<file path="config.mk">
export PLATFORM = sky130hd
export DESIGN_NAME = manual_drive_ctrl_flat
export DESIGN_NICKNAME = d
export VERILOG_FILES = /design/src/rtl/manual_drive_ctrl_if.sv /design/src/rtl/manual_drive_ctrl.sv /design/src/flat_wrapper.sv
export SDC_FILE = /design/constraint.sdc
export NUM_CORES = 1
export LEC_CHECK = 0
export CAP_MARGIN = 30
export CORE_MARGIN = 2
export CORE_UTILIZATION = 25
export DETAILED_ROUTE_END_ITERATION = 6
export SYNTH_ARGS = -nofsm -noshare
export SYNTH_HDL_FRONTEND = slang
export SYNTH_SLANG_ARGS = --single-unit
</file>
<file path="constraint.sdc">
create_clock -name clk -period 3.9 [get_ports clk]
set_input_delay 0.39 -clock clk [delete_from_list [all_inputs] [get_ports clk]]
set_output_delay 0.39 -clock clk [all_outputs]
set_load 0.005 [all_outputs]
</file>
<file path="src/rtl/manual_drive_ctrl_if.sv">
// Signal bundle between the debounced driver controls and the drive
// controller. Inputs are levels sampled every clock; there is no
// valid/ready handshake on this bus.
interface manual_drive_ctrl_if #(
  parameter int ODO_W = 24
);
  // Driver controls
  logic             power_on_btn;
  logic             power_off_btn;
  logic             throttle;
  logic             clutch;
  logic             brake;
  logic             turn_left;
  logic             turn_right;
  logic             reverse;
  // Controller outputs
  logic [1:0]       state;
  logic             wheel_fwd;
  logic             wheel_bwd;
  logic             steer_left;
  logic             steer_right;
  logic             lamp_left;
  logic             lamp_right;
  logic             fault;
  logic [ODO_W-1:0] odometer;

  // Control source side (switch/button logic, testbench)
  modport master (
    output power_on_btn, power_off_btn, throttle, clutch, brake,
           turn_left, turn_right, reverse,
    input  state, wheel_fwd, wheel_bwd, steer_left, steer_right,
           lamp_left, lamp_right, fault, odometer
  );

  // Controller side
  modport slave (
    input  power_on_btn, power_off_btn, throttle, clutch, brake,
           turn_left, turn_right, reverse,
    output state, wheel_fwd, wheel_bwd, steer_left, steer_right,
           lamp_left, lamp_right, fault, odometer
  );
endinterface

</file>
<file path="src/rtl/manual_drive_ctrl.sv">
// Manual-driving controller: registered drive FSM with long-press
// power-on, stall / illegal-shift fault pulse, blinking turn lamps and a
// saturating odometer. The FSM state is visible on bus.state.
module manual_drive_ctrl #(
  parameter int POWER_HOLD_CYC = 100_000_000,
  parameter int BLINK_HALF_CYC = 50_000_000,
  parameter int ODO_TICK_CYC   = 10_000_000,
  parameter int ODO_W          = 24
) (
  input  logic                clk,
  input  logic                rst,
  manual_drive_ctrl_if.slave  bus
);

  localparam int HOLD_W  = (POWER_HOLD_CYC > 1) ? $clog2(POWER_HOLD_CYC) : 1;
  localparam int BLINK_W = (BLINK_HALF_CYC > 1) ? $clog2(BLINK_HALF_CYC) : 1;
  localparam int TICK_W  = (ODO_TICK_CYC > 1)   ? $clog2(ODO_TICK_CYC)   : 1;

  localparam logic [HOLD_W-1:0]  HOLD_LAST  = HOLD_W'(POWER_HOLD_CYC - 1);
  localparam logic [BLINK_W-1:0] BLINK_LAST = BLINK_W'(BLINK_HALF_CYC - 1);
  localparam logic [TICK_W-1:0]  TICK_LAST  = TICK_W'(ODO_TICK_CYC - 1);

  typedef enum logic [1:0] {
    S_OFF          = 2'b00,
    S_NOT_STARTING = 2'b01,
    S_STARTING     = 2'b10,
    S_MOVING       = 2'b11
  } state_t;

  state_t             state_q, state_d;
  logic [HOLD_W-1:0]  hold_q, hold_d;
  logic               rev_q, rev_d;
  logic               fault_q, fault_d;
  logic               odo_clr;
  logic [BLINK_W-1:0] blink_cnt_q, blink_cnt_d;
  logic               blink_phase_q, blink_phase_d;
  logic [TICK_W-1:0]  tick_q, tick_d;
  logic [ODO_W-1:0]   odo_q, odo_d;

  // Next-state logic: power-on hold counter, drive transitions, fault pulse
  always_comb begin
    state_d = state_q;
    hold_d  = '0;
    fault_d = 1'b0;
    odo_clr = 1'b0;
    unique case (state_q)
      S_OFF: begin
        if (bus.power_on_btn) begin
          if (hold_q == HOLD_LAST) begin
            state_d = S_NOT_STARTING;
            odo_clr = 1'b1;
          end else begin
            hold_d = hold_q + HOLD_W'(1);
          end
        end
      end
      S_NOT_STARTING: begin
        if (bus.power_off_btn) begin
          state_d = S_OFF;
        end else if (bus.throttle && !bus.clutch) begin
          state_d = S_OFF;      // engine stalls
          fault_d = 1'b1;
        end else if (bus.throttle && bus.clutch && !bus.brake) begin
          state_d = S_STARTING;
        end
      end
      S_STARTING: begin
        if (bus.power_off_btn) begin
          state_d = S_OFF;
        end else if (bus.brake) begin
          state_d = S_NOT_STARTING;
        end else if (bus.throttle && !bus.clutch) begin
          state_d = S_MOVING;
        end
      end
      S_MOVING: begin
        if (bus.power_off_btn) begin
          state_d = S_OFF;
        end else if ((bus.reverse != rev_q) && !bus.clutch) begin
          state_d = S_OFF;      // gear changed without the clutch
          fault_d = 1'b1;
        end else if (bus.brake) begin
          state_d = S_NOT_STARTING;
        end else if (!bus.throttle || bus.clutch) begin
          state_d = S_STARTING;
        end
      end
      default: state_d = S_OFF;
    endcase
    rev_d = bus.reverse;
  end

  // Blink timer: free-runs while powered with any turn request, else idles at phase 0
  always_comb begin
    blink_cnt_d   = '0;
    blink_phase_d = 1'b0;
    if ((state_q != S_OFF) && (bus.turn_left || bus.turn_right)) begin
      if (blink_cnt_q == BLINK_LAST) begin
        blink_cnt_d   = '0;
        blink_phase_d = ~blink_phase_q;
      end else begin
        blink_cnt_d   = blink_cnt_q + BLINK_W'(1);
        blink_phase_d = blink_phase_q;
      end
    end
  end

  // Odometer: one tick per ODO_TICK_CYC cycles in MOVING, saturating, cleared at power-on
  always_comb begin
    tick_d = '0;
    odo_d  = odo_q;
    if (odo_clr) begin
      odo_d = '0;
    end else if (state_q == S_MOVING) begin
      if (tick_q == TICK_LAST) begin
        if (odo_q != '1) begin
          odo_d = odo_q + ODO_W'(1);
        end
      end else begin
        tick_d = tick_q + TICK_W'(1);
      end
    end
  end

  // State register with synchronous active-low reset
  always_ff @(posedge clk) begin
    if (!rst) begin
      state_q       <= S_OFF;
      hold_q        <= '0;
      rev_q         <= 1'b0;
      fault_q       <= 1'b0;
      blink_cnt_q   <= '0;
      blink_phase_q <= 1'b0;
      tick_q        <= '0;
      odo_q         <= '0;
    end else begin
      state_q       <= state_d;
      hold_q        <= hold_d;
      rev_q         <= rev_d;
      fault_q       <= fault_d;
      blink_cnt_q   <= blink_cnt_d;
      blink_phase_q <= blink_phase_d;
      tick_q        <= tick_d;
      odo_q         <= odo_d;
    end
  end

  assign bus.state       = state_q;
  assign bus.wheel_fwd   = (state_q == S_MOVING) && !bus.reverse;
  assign bus.wheel_bwd   = (state_q == S_MOVING) &&  bus.reverse;
  assign bus.steer_left  = ((state_q == S_STARTING) || (state_q == S_MOVING)) && bus.turn_left;
  assign bus.steer_right = ((state_q == S_STARTING) || (state_q == S_MOVING)) && bus.turn_right;
  assign bus.lamp_left   = bus.turn_left  && blink_phase_q;
  assign bus.lamp_right  = bus.turn_right && blink_phase_q;
  assign bus.fault       = fault_q;
  assign bus.odometer    = odo_q;

endmodule

</file>
<file path="src/flat_wrapper.sv">
// flat-port wrapper written by rule: the top's interface ports become plain ports
module manual_drive_ctrl_flat 
#(
  parameter int POWER_HOLD_CYC = 100_000_000,
  parameter int BLINK_HALF_CYC = 50_000_000,
  parameter int ODO_TICK_CYC   = 10_000_000,
  parameter int ODO_W          = 24
)
  (clk, rst, bus_power_on_btn, bus_power_off_btn, bus_throttle, bus_clutch, bus_brake, bus_turn_left, bus_turn_right, bus_reverse, bus_state, bus_wheel_fwd, bus_wheel_bwd, bus_steer_left, bus_steer_right, bus_lamp_left, bus_lamp_right, bus_fault, bus_odometer);
  manual_drive_ctrl_if #(.ODO_W(ODO_W)) bus_i ();
  input  logic clk;
  input  logic rst;
  input wire logic [$bits(bus_i.power_on_btn)-1:0] bus_power_on_btn;
  input wire logic [$bits(bus_i.power_off_btn)-1:0] bus_power_off_btn;
  input wire logic [$bits(bus_i.throttle)-1:0] bus_throttle;
  input wire logic [$bits(bus_i.clutch)-1:0] bus_clutch;
  input wire logic [$bits(bus_i.brake)-1:0] bus_brake;
  input wire logic [$bits(bus_i.turn_left)-1:0] bus_turn_left;
  input wire logic [$bits(bus_i.turn_right)-1:0] bus_turn_right;
  input wire logic [$bits(bus_i.reverse)-1:0] bus_reverse;
  output wire logic [$bits(bus_i.state)-1:0] bus_state;
  output wire logic [$bits(bus_i.wheel_fwd)-1:0] bus_wheel_fwd;
  output wire logic [$bits(bus_i.wheel_bwd)-1:0] bus_wheel_bwd;
  output wire logic [$bits(bus_i.steer_left)-1:0] bus_steer_left;
  output wire logic [$bits(bus_i.steer_right)-1:0] bus_steer_right;
  output wire logic [$bits(bus_i.lamp_left)-1:0] bus_lamp_left;
  output wire logic [$bits(bus_i.lamp_right)-1:0] bus_lamp_right;
  output wire logic [$bits(bus_i.fault)-1:0] bus_fault;
  output wire logic [$bits(bus_i.odometer)-1:0] bus_odometer;
  assign bus_i.power_on_btn = bus_power_on_btn;
  assign bus_i.power_off_btn = bus_power_off_btn;
  assign bus_i.throttle = bus_throttle;
  assign bus_i.clutch = bus_clutch;
  assign bus_i.brake = bus_brake;
  assign bus_i.turn_left = bus_turn_left;
  assign bus_i.turn_right = bus_turn_right;
  assign bus_i.reverse = bus_reverse;
  assign bus_state = bus_i.state;
  assign bus_wheel_fwd = bus_i.wheel_fwd;
  assign bus_wheel_bwd = bus_i.wheel_bwd;
  assign bus_steer_left = bus_i.steer_left;
  assign bus_steer_right = bus_i.steer_right;
  assign bus_lamp_left = bus_i.lamp_left;
  assign bus_lamp_right = bus_i.lamp_right;
  assign bus_fault = bus_i.fault;
  assign bus_odometer = bus_i.odometer;
  manual_drive_ctrl #(.POWER_HOLD_CYC(POWER_HOLD_CYC), .BLINK_HALF_CYC(BLINK_HALF_CYC), .ODO_TICK_CYC(ODO_TICK_CYC), .ODO_W(ODO_W)) u_core (.clk(clk), .rst(rst), .bus(bus_i));
endmodule
</file>
==> Word level (Yosys, flattened, before mapping) <==
Cells that the tools add are included.
{ "classes": {"addsub": 4, "eq_ne": 13, "mux": 21, "n_bitwise": 6, "reduce_logical": 27} }
{ "op_table": {"columns": ["operator", "n"], "rows": [
  ["24-bit by 1-bit adder with 24-bit output (second input constant)", 2],
  ["27-bit by 1-bit adder with 27-bit output (second input constant)", 1],
  ["27-bit equality test (second input constant)", 1],
  ["26-bit by 1-bit adder with 26-bit output (second input constant)", 1],
  ["26-bit equality test (second input constant)", 1],
  ["24-bit equality test (second input constant)", 1],
  ["2-bit two-way mux", 12],
  ["24-bit != test (second input constant)", 1],
  ["1-bit logical AND", 11],
  ["2-bit one-hot mux with 4 select lines", 1],
  ["4-bit OR reduction", 2],
  ["1-bit two-way mux", 7],
  ["1-bit inverter", 6],
  ["5-bit by 3-bit != test with 1-bit output (second input constant)", 1],
  ["5-bit AND reduction", 1],
  ["2-bit equality test (second input constant)", 2],
  ["1-bit zero test", 4],
  ["4-bit by 2-bit != test with 1-bit output (second input constant)", 1],
  ["4-bit by 3-bit != test with 1-bit output (second input constant)", 1],
  ["1-bit logical OR", 3],
  ["3-bit AND reduction", 1],
  ["3-bit OR reduction", 1],
  ["2-bit by 1-bit equality test with 1-bit output (second input constant)", 1],
  ["2-bit zero test", 1],
  ["7 further kinds", 7]
]} }
{ "totals": {"ff_bits": 106, "input_bits": 10, "output_inout_bits": 33, "elab_cells": 79} }

==> Depth between registers and ports, before layout <==
{ "depth": {"ltp_word": 7, "ltp_mapped": 9, "ltp_nobuf": 6} }

==> Worst setup path before layout <==
OpenSTA, ideal clock, no wires.
{ "synth_path": {"path_type": "register to register", "from": "register u_core.tick_q[11]", "to": "register u_core.odo_q[3] (netlist: u_core.bus.odometer[3])", "setup_ps": 132, "arrival_ps": 2008, "t_required_ps": 3768, "setup_slack_ps": 1760, "stages_incl_launch_ff": 8, "path_buffers": 2, "synth_period_minus_slack_ps": 2140, "cell_sequence": "dfxtp_1 -> or4b_4 -> nor4_4 -> nand2_2 -> clkbuf_1 -> buf_2 -> o31ai_1 -> a21oi_1"} }
{ "synth_via": {"elab_chain_len": 2} }
{ "synth_rtl": {"columns": ["item", "line_no", "text"], "rows": [
  ["from (decl)", "manual_drive_ctrl.sv:37", "logic [TICK_W-1:0] tick_q, tick_d;"],
  ["from (signal assigned)", "manual_drive_ctrl.sv:143", "tick_q <= tick_d;"],
  ["24-bit equality test", "manual_drive_ctrl.sv:115", "if (tick_q == TICK_LAST) begin"],
  ["3-bit AND reduction (no source line)", null, null],
  ["to (signal assigned)", "manual_drive_ctrl.sv:144", "odo_q <= odo_d;"],
  ["to (decl)", "manual_drive_ctrl.sv:38", "logic [ODO_W-1:0] odo_q, odo_d;"]
]} }
Every way passes these cells.
A chain may end at the register's enable or synchronous reset.

==> Final worst setup path <==
{ "layout_path": {"from": "register u_core.tick_q[0]", "to": "register u_core.odo_q[23] (netlist: u_core.bus.odometer[23])"} }
Same word-level chain as after synthesis.

==> reports/metrics.cfg <==
[outcome]
outcome=finished clean

[sta]
finalCriticalPeriod_ns=2.63
fin_crit_sh_pct=67.4
relSlewSlack_pct=33.2
slew_violations=0
tns_ns=0
tightest_slew_ns=0.994
finClkSkew_ns=0.0126
finalSetupViolCount=0
fmax_mhz=380
rsz0062_at_grt=no
timing_hold_violations_final=0

[cts]
cts_max_level=3
cts_tree=built
clockBufferDepth=2
ctsResizeCount=0
clock_latency_ns=0.36
postCtsHoldBufs=0
cts.sinks=106
path_clk_slew_ns=0.07
cts_made_buffers=9
postCtsSetupBuffers=0
cts_root_buf=clkbuf_16

[yosys]
ys_seq_area_share_pct=42.9
avgSynthCellArea_um2=8.50
synth_nets=596
synth-seq-cells=106
syn_inst=582
synth_warnings=0
ys.flop_type=dfxtp_1
synth_edf_count=0
synth_area_um2=4950
synth_cell_type_count=46
async_flop_share_pct=0

[pwr]
p_seq_share_pct=51.2
p_sw_uw=437
power_frac_clock_pct=47.3
pwr-share-comb_pct=1.5
ir_drop_mv=0.190
leakage_uw=0.00180
internal_power_uw=1680
power_density_nw_per_um2=355
swShare_pct=20.6

[placement]
gp_congestion=0.775
dp_hpwl_um=7200
io_buffer_count=42
dp.cells=869

[min_path]
hp-start=u_core.tick_q[0]
hold_class=flip-flop to flip-flop

[setup_path]
arrival_ns=2.91
path_max_fanout=34
crit_start=u_core.tick_q[0]
start_kind=flip-flop
cp-end-kind=flip-flop
crit_type=flip-flop to flip-flop
rr_startpoint=u_core.tick_q[0]
required_ns=4.18

[flow_run]
drv_cap=0

[routing]
dr.pass1.iters=4
vias_per_cell=4.62
num_vias=4096
route.detailed.drc=0
ant_nets=0
drt_wl_total_um=10300
drt_iter0_markers=236
wl_per_cell_um=11.6

[floorplan]
num_io_pins=43
die_w_um=145
rows=51
start_util_pct=25.4
die_h_um=145
die-area_um2=20900
coreArea_um2=19500

[finish]
area_growth_pct=20.5
drive_gt1_share_pct=3.39
layoutNonFillerInstCount=886
final_util_pct=30.6
layout.nets=629

[global_route]
track_usage_pct=10.4
grt_pass1_vias=3656
grt_max_degree=35
grt_pass1_wl_um=17700
grt-ovfl-total=0
antenna_found_initial=1

==> layout by cell type (no fill, tap or decap), drive strengths merged, types with 16 or more instances in the layout <==
cell	instances
dfxtp	106
nor2	95
xor2	47
clkdlybuf4s50	42
nand3	37
nand2	36
nand4	34
a21oi	27
xnor2	26
or4	19
o31ai	16
nor3	16
==> through the flow <==
step	setup WS [ns]	instance area [um^2]	power [uW]	hold WS, ns
final	1.27	5960	2120	0.458
after global routing	0.978	5960	2190	0.489
after detailed placement	1.27	5630	1140	0.436
after CTS	1.27	5960	2150	0.453
after floorplan	1.76	4950	1120	0.418
after global placement	1.34	5610	1140	0.435
==> cell families (layout without fill, tap and decap cells) <==
kind of cell               Yosys count  after routing  synth area share [%]
and+or+nand+nor                    303            303                  32.7
DFF                                106            106                  42.9
xor gates and xnor gates            73             73                  12.9
AOI/OAI and AO/OA                   61             61                  7.51
buffers and inverters               34             72                  2.78
adders and majority gates            4              4                  1.01
muxes                                1              1                 0.202
other                                0              1                     0
==> cell usage after synthesis, drive strengths merged, types with 2 or more instances <==
library cell    n  area (um^2)
and3           13         81.3
a21oi          27          135
nor4bb          2         20.0
o21ai           9         45.0
and4           15          131
xor2           47          412
or4            19          143
nor4b           4         35.0
buf             4         25.0
nor4            7         58.8
nand4          34          213
xnor2          26          228
clkbuf         18         67.6
o211ai          2         15.0
nand3          37          185
dfxtp         106         2120
inv            12         45.0
nand2          36          138
and2            9         56.3
nor3           16         80.1
o31ai          16          120
nand2b          2         12.5
ha              4         50.1
or3             6         37.5
nor2           95          357
==> worst max-delay path, cell delays in order, from the launching register on <==
cell     delay, ns
dfxtp_1       0.36
ha_1          0.21
nand4_1       0.29
nor4_4        0.52
nand2_2       0.42
or4_1         0.61
a21oi_1       0.15
==> routing by layer <==
| metal | GRT usage [%] | part of all wire, % | vias to the layer above |
|---|---|---|---|
| li1 | - | - | 2155 |
| met1 | 14.2 | 51 | 1886 |
| met2 | 15.7 | 44 | 41 |
| met3 | 1.45 | 2.7 | 14 |
| met4 | 5.83 | 2.4 | 0 |
| met5 | 0 | 0 | - |
==> path summary, 6_finish.rpt <==
kind,to,slack [ns],cells after the start
worst max register to register,u_core.bus.odometer[23],1.27,6
worst min-delay path,u_core.tick_q[0],0.46,1
worst min register to register,u_core.tick_q[0],0.46,1
worst max-delay path,u_core.bus.odometer[23],1.27,6
==> area by class of cell <==
type | count | area [um^2]
well taps | 265 | 332
clock inverters | 5 | 86.3
flip-flops and latches | 106 | 2120
repair buffers | 44 | 443
inverters | 12 | 45.0
clock buffers | 11 | 243
diodes | 1 | 2.50
fillers | 2022 | 13500
multi-input cells | 442 | 2690
==> power by group through the flow <==
stage | registers (uW) | logic (uW) | clock network (uW)
global placement | 1110 | 32.3 | 0
finish | 1080 | 31.6 | 1000
floorplan | 1110 | 15.4 | 0
global route | 1080 | 35.4 | 1070
detailed placement | 1110 | 32.0 | 0
CTS | 1080 | 32.3 | 1030
==> flip-flops by register name, indices dropped and copies added (netlist names) <==
name	count
u_core.blink_phase_q	1
u_core.rev_q	1
u_core.tick_q	24
u_core.blink_cnt_q	26
u_core.bus.fault	1
u_core.bus.odometer	24
u_core.bus.state	2
u_core.hold_q	27
Power figures use the tool's default switching activity.
